--- src/rtl/alu_pkg.sv ---
// rtl/alu_pkg.sv - shared widths, load-channel indices and debounce default for the ALU front end
package alu_pkg;
  localparam int NB_DATA_DEF         = 8;
  localparam int N_BTN_DEF           = 3;
  localparam int DEBOUNCE_CYCLES_DEF = 1000000;

  localparam int LD_A  = 0;
  localparam int LD_B  = 1;
  localparam int LD_OP = 2;
endpackage

--- src/rtl/btn_load_conditioner_if.sv ---
// rtl/btn_load_conditioner_if.sv - button/switch inputs and load-strobe outputs of the conditioner
interface btn_load_conditioner_if #(
  parameter int NB_DATA = 8,
  parameter int N_BTN   = 3
);
  logic [N_BTN-1:0]   i_btn;
  logic [NB_DATA-1:0] i_switches;
  logic [N_BTN-1:0]   o_load;
  logic [NB_DATA-1:0] o_data;
  logic [N_BTN-1:0]   o_btn_level;

  modport master (
    output i_btn, i_switches,
    input  o_load, o_data, o_btn_level
  );

  modport slave (
    input  i_btn, i_switches,
    output o_load, o_data, o_btn_level
  );
endinterface

--- src/rtl/btn_load_conditioner_debounce.sv ---
// rtl/btn_load_conditioner_debounce.sv - one button channel: 2-flop sync, debounce counter, stable level, press pulse
module btn_debounce #(
  parameter int DEBOUNCE_CYCLES = 4,
  parameter int NB_CNT          = $clog2(DEBOUNCE_CYCLES + 1)
) (
  input  logic i_clk,
  input  logic i_reset,
  input  logic i_btn,
  output logic o_stable,
  output logic o_rise
);
  localparam logic [NB_CNT-1:0] CNT_LAST = NB_CNT'(DEBOUNCE_CYCLES - 1);

  logic              sync1;
  logic              btn_s;
  logic              stable;
  logic [NB_CNT-1:0] cnt;
  logic              accept;

  // accept is high on the edge that commits btn_s into stable
  assign accept   = (btn_s != stable) && (cnt == CNT_LAST);
  assign o_rise   = accept & btn_s;
  assign o_stable = stable;

  always_ff @(posedge i_clk) begin
    if (i_reset) begin
      sync1  <= 1'b0;
      btn_s  <= 1'b0;
      stable <= 1'b0;
      cnt    <= '0;
    end else begin
      sync1 <= i_btn;
      btn_s <= sync1;
      if (btn_s == stable) begin
        cnt <= '0;
      end else if (cnt == CNT_LAST) begin
        stable <= btn_s;
        cnt    <= '0;
      end else begin
        cnt <= cnt + NB_CNT'(1);
      end
    end
  end
endmodule

--- src/rtl/btn_load_conditioner.sv ---
// rtl/btn_load_conditioner.sv - debounced buttons to one-hot load strobes plus switch word; SWITCH_SYNC_EN selects synced snapshot data
module btn_load_conditioner
  import alu_pkg::*;
#(
  parameter int NB_DATA         = NB_DATA_DEF,
  parameter int N_BTN           = N_BTN_DEF,
  parameter int DEBOUNCE_CYCLES = DEBOUNCE_CYCLES_DEF
) (
  input logic                    i_clk,
  input logic                    i_reset,
  btn_load_conditioner_if.slave  bus
);
  localparam int NB_CNT = $clog2(DEBOUNCE_CYCLES + 1);

  logic [N_BTN-1:0]   rise;
  logic [N_BTN-1:0]   stable;
  logic [N_BTN-1:0]   load_nxt;
  logic [N_BTN-1:0]   load_q;
  logic [NB_DATA-1:0] data_q;

  for (genvar i = 0; i < N_BTN; i++) begin : g_btn
    btn_debounce #(
      .DEBOUNCE_CYCLES (DEBOUNCE_CYCLES),
      .NB_CNT          (NB_CNT)
    ) u_debounce (
      .i_clk    (i_clk),
      .i_reset  (i_reset),
      .i_btn    (bus.i_btn[i]),
      .o_stable (stable[i]),
      .o_rise   (rise[i])
    );
  end

  // Scan high-to-low so the lowest-index press is the one left standing
  always_comb begin
    load_nxt = '0;
    for (int i = N_BTN - 1; i >= 0; i--) begin
      if (rise[i]) begin
        load_nxt = N_BTN'(1) << i;
      end
    end
  end

  always_ff @(posedge i_clk) begin
    if (i_reset) load_q <= '0;
    else         load_q <= load_nxt;
  end

`ifdef SWITCH_SYNC_EN
  logic [NB_DATA-1:0] sw_s1;
  logic [NB_DATA-1:0] sw_s2;

  always_ff @(posedge i_clk) begin
    if (i_reset) begin
      sw_s1  <= '0;
      sw_s2  <= '0;
      data_q <= '0;
    end else begin
      sw_s1 <= bus.i_switches;
      sw_s2 <= sw_s1;
      if (|rise) data_q <= sw_s2;
    end
  end
`else
  always_ff @(posedge i_clk) begin
    if (i_reset) data_q <= '0;
    else         data_q <= bus.i_switches;
  end
`endif

  assign bus.o_load      = load_q;
  assign bus.o_data      = data_q;
  assign bus.o_btn_level = stable;
endmodule
--- src/flat_wrapper.sv ---
// flat-port wrapper written by rule: the top's interface ports become plain ports
module btn_load_conditioner_flat import alu_pkg::*;
#(
  parameter int NB_DATA         = NB_DATA_DEF,
  parameter int N_BTN           = N_BTN_DEF,
  parameter int DEBOUNCE_CYCLES = DEBOUNCE_CYCLES_DEF
)
  (i_clk, i_reset, bus_i_btn, bus_i_switches, bus_o_load, bus_o_data, bus_o_btn_level);
  btn_load_conditioner_if #(.NB_DATA(NB_DATA), .N_BTN(N_BTN)) bus_i ();
  input logic i_clk;
  input logic i_reset;
  input wire logic [$bits(bus_i.i_btn)-1:0] bus_i_btn;
  input wire logic [$bits(bus_i.i_switches)-1:0] bus_i_switches;
  output wire logic [$bits(bus_i.o_load)-1:0] bus_o_load;
  output wire logic [$bits(bus_i.o_data)-1:0] bus_o_data;
  output wire logic [$bits(bus_i.o_btn_level)-1:0] bus_o_btn_level;
  assign bus_i.i_btn = bus_i_btn;
  assign bus_i.i_switches = bus_i_switches;
  assign bus_o_load = bus_i.o_load;
  assign bus_o_data = bus_i.o_data;
  assign bus_o_btn_level = bus_i.o_btn_level;
  btn_load_conditioner #(.NB_DATA(NB_DATA), .N_BTN(N_BTN), .DEBOUNCE_CYCLES(DEBOUNCE_CYCLES)) u_core (.i_clk(i_clk), .i_reset(i_reset), .bus(bus_i));
endmodule
--- config.mk ---
export PLATFORM = sky130hd
export DESIGN_NAME = btn_load_conditioner_flat
export DESIGN_NICKNAME = d
export VERILOG_FILES = /design/src/rtl/alu_pkg.sv /design/src/rtl/btn_load_conditioner_if.sv /design/src/rtl/btn_load_conditioner_debounce.sv /design/src/rtl/btn_load_conditioner.sv /design/src/flat_wrapper.sv
export SDC_FILE = /design/constraint.sdc
export NUM_CORES = 1
export LEC_CHECK = 0
export BUFFER_PORTS_ARGS = -buffer_cell sky130_fd_sc_hd__buf_2
export CAP_MARGIN = 20
export CORE_AREA = 4 4 79 81
export DETAILED_ROUTE_END_ITERATION = 8
export DIE_AREA = 0 0 83 85
export PLACE_DENSITY = 0.83
export SLEW_MARGIN = 15
export SYNTH_ARGS = -nofsm -noshare
export SYNTH_HDL_FRONTEND = slang
export SYNTH_HIERARCHICAL = 1
export SYNTH_SLANG_ARGS = --single-unit
--- constraint.sdc ---
create_clock -name i_clk -period 3.05 [get_ports i_clk]
set_input_delay 0.4575 -clock i_clk [delete_from_list [all_inputs] [get_ports i_clk]]
set_output_delay 0.4575 -clock i_clk [all_outputs]
set_load 0.01 [all_outputs]
==> results.toml <==
[run_status]
status = "completed"

[critical_path]
path_class = "register to register"
crit_buf_inv = 0
path_max_fanout = 19
worstPathArrival_ns = 2.38
path_delay_family = "simple AND/OR/NAND/NOR gates"
worst_setup_path_end_kind = "register"
path_cells = "or4_1 > or4_4 > o21ai_4 > nor2_1"
worstPathRequired_ns = 3.26
crit_path_start_kind = "register"
cpPeakStageDelay_ns = 0.57
slowest_stage = "or4_1"

[global_routing]
gr-total-overflow = 0
antenna_found_initial = 0
first_global_vias = 2620
grt_pass1_wl_um = 11600
grt_usage = 0.196
grt_max_degree = 24

[power]
p_clk_frac = 0.388
power_mw = 1.79
power_density_nw_per_um2 = 475
power_frac_seq = 0.591
switchingPower_mw = 0.419
max-vdd-ir-drop_uv = 310
combPwrFrac = 0.021
p_int_mw = 1.37
p_leak_nw = 1.25
swShare = 0.234

[cts]
postCtsSetupBuffers = 0
cts.htree.levels = 3
cts_resized = 0
cts_tree = "built"
cts.sinks = 80
path_clk_slew_ns = 0.08
clk_path_buf_depth = 2
hold_buffers = 0
numCtsBuffers = 9
clk_latency_ns = 0.35
root_buffer = "clkbuf_8"

[logic_synthesis]
ys_types = 28
synth.yosys.seq_area_share = 0.465
ys_ff_latch = 80
synth-simple-area-share = 0.323
syn_area_per_cell_um2 = 9.21
synth_xor_xnor_area_share = 0.0991
synth_top_family_by_area = "simple AND/OR/NAND/NOR gates"
synth_warnings = 6
synth_compound_area_frac = 0.0817
postSynthCellCount = 374
synth.cell_area_um2 = 3450
muxShareOfSynthArea = 0
synth_nets = 390
synth-adder-area-share = 0.0109

[min_path]
hp-class = "input port to register"

[timing]
drv_slew = 0
final.setup.tns_ns = 0
slew_headroom = 0.530
worst_pin_slew_ns = 0.703
fin_crit_sh = 0.709
clock_skew_ns = 0.00946
max_freq_mhz = 462
hold_viol = 0
final-setup-viol-count = 0
min_period_ns = 2.16
setup_slack_ns = 0.887
rsz0062_at_grt = "false"

[die]
die_w_um = 83
pin_count = 27
coreArea_um2 = 5470
start_util = 0.630
die-area_um2 = 7060
row_count = 27
die_y_um = 85

[route]
vias = 2739
drcViolationCount = 0
detail_route.wirelength_um = 6580
first_iter_violations = 192
drt-pass1-iter-count = 4
via_per_inst = 5.73
post_drt_wl_per_cell_um = 13.8
drtAntennaViolNets = 0

[job]
max_cap_viol_count = 0

[finish]
layout.nets = 417
antenna_cells = 0
area_growth_pct = 9.48
final_area_um2 = 3770
drive_gt1_frac = 0.135
final_common_cell = "dfxtp_1"
final_cell_mix = "dfxtp_1 (80), nor2_1 (51), nand3_1 (33), xor2_1 (27), buf_2 (26)"

[placement]
hpwl_um = 4540
globalplace.congestion = 0.844
port_buffers = 26
dp_slack_ns = 0.912
dpl_cell_area_um2 = 3590
==> worst reg2reg max path: stages (launching register included) <==
cell and delay, ns:
dfxtp_1 0.35, or4_1 0.57, or4_4 0.55, o21ai_4 0.45, nor2_1 0.12
==> state kept, by name, indices dropped and copies added, names as in the netlist <==
name / cells
u_core/bus.o_load: 3
u_core/g_btn.u_debounce/btn_s: 3
u_core/g_btn.u_debounce/cnt: 60
u_core/g_btn.u_debounce/sync1: 3
u_core/g_btn.u_debounce/o_stable: 3
u_core/bus.o_data: 8
==> cell usage after synthesis <==
| cell type | count | area (um2) |
|---|---|---|
| ha_1 | 3 | 37.5 |
| nand3_1 | 33 | 165 |
| buf_6 | 4 | 45.0 |
| xor2_1 | 27 | 236 |
| and4_1 | 3 | 26.3 |
| nor3b_1 | 4 | 30.0 |
| o31ai_1 | 9 | 67.6 |
| a21oi_1 | 21 | 105 |
| nand4bb_1 | 3 | 33.8 |
| or4b_2 | 3 | 30.0 |
| clkbuf_1 | 3 | 11.3 |
| dfxtp_1 | 80 | 1600 |
| xnor2_1 | 12 | 105 |
| o21ai_4 | 3 | 48.8 |
| nor2_1 | 51 | 191 |
| nor2b_1 | 15 | 93.8 |
| nor4_1 | 3 | 18.8 |
| or3b_2 | 3 | 26.3 |
| or3_1 | 6 | 37.5 |
| or4_4 | 3 | 33.8 |
| or4_1 | 12 | 90.1 |
| nor4b_4 | 1 | 23.8 |
| and3_1 | 12 | 75.1 |
| o21ai_0 | 12 | 60.1 |
| and2_1 | 9 | 56.3 |
| nand4_1 | 18 | 113 |
| nand2_1 | 18 | 67.6 |
| buf_2 | 3 | 15.0 |
==> layer usage <==
metal | track usage | part of all wire
met4 | 0.0654 | 0.0093
met5 | 0 | 0
met2 | 0.323 | 0.46
met1 | 0.243 | 0.47
met3 | 0.0631 | 0.061
==> path summary, 6_finish.rpt <==
kind,from,to,slack (ns),cells past startpoint
max,u_core/g_btn[1].u_debounce/cnt[13]$_SDFF_PP0_,u_core/g_btn[1].u_debounce/cnt[13]$_SDFF_PP0_,0.89,4
min,bus_i_btn[0],u_core/g_btn[0].u_debounce/sync1$_SDFF_PP0_,0.32,2
max reg2reg,u_core/g_btn[1].u_debounce/cnt[13]$_SDFF_PP0_,u_core/g_btn[1].u_debounce/cnt[13]$_SDFF_PP0_,0.89,4
min reg2reg,u_core/g_btn[1].u_debounce/sync1$_SDFF_PP0_,u_core/g_btn[1].u_debounce/btn_s$_SDFF_PP0_,0.44,1
==> kinds of logic after synthesis <==
logic type,after synthesis
AOI/OAI and AO/OA,45
DFF,80
and+or+nand+nor,197
xor gates and xnor gates,39
adders and majority gates,3
buffers and inverters,10
==> final cells by class <==
class | instances | area, um2
multi-input combinational | 284 | 1770
fill | 428 | 1700
sequential | 80 | 1600
timing repair buffer | 26 | 130
clock buffer | 9 | 124
tap | 72 | 90.1
clock inverter | 7 | 53.8
==> power by group through the flow <==
stage / combinational [mW] / sequential [mW] / clock [mW]
2_1_floorplan: 0.0196 / 1.09 / 0
6_report: 0.0384 / 1.06 / 0.695
4_1_cts: 0.0392 / 1.06 / 0.717
3_3_place_gp: 0.0378 / 1.08 / 0
3_5_place_dp: 0.0389 / 1.08 / 0
5_1_grt: 0.0429 / 1.06 / 0.767
==> stage by stage <==
stage | std cells | hold WS, ns | utilization
floorplan | 374 | 0.414 | -
global route | 478 | 0.301 | 0.689
global placement | 462 | 0.418 | 0.657
CTS | 478 | 0.303 | 0.689
detailed placement | 462 | 0.430 | 0.657
finish | 478 | 0.318 | 0.689
Note: power is estimated with default switching activity, not from simulation.
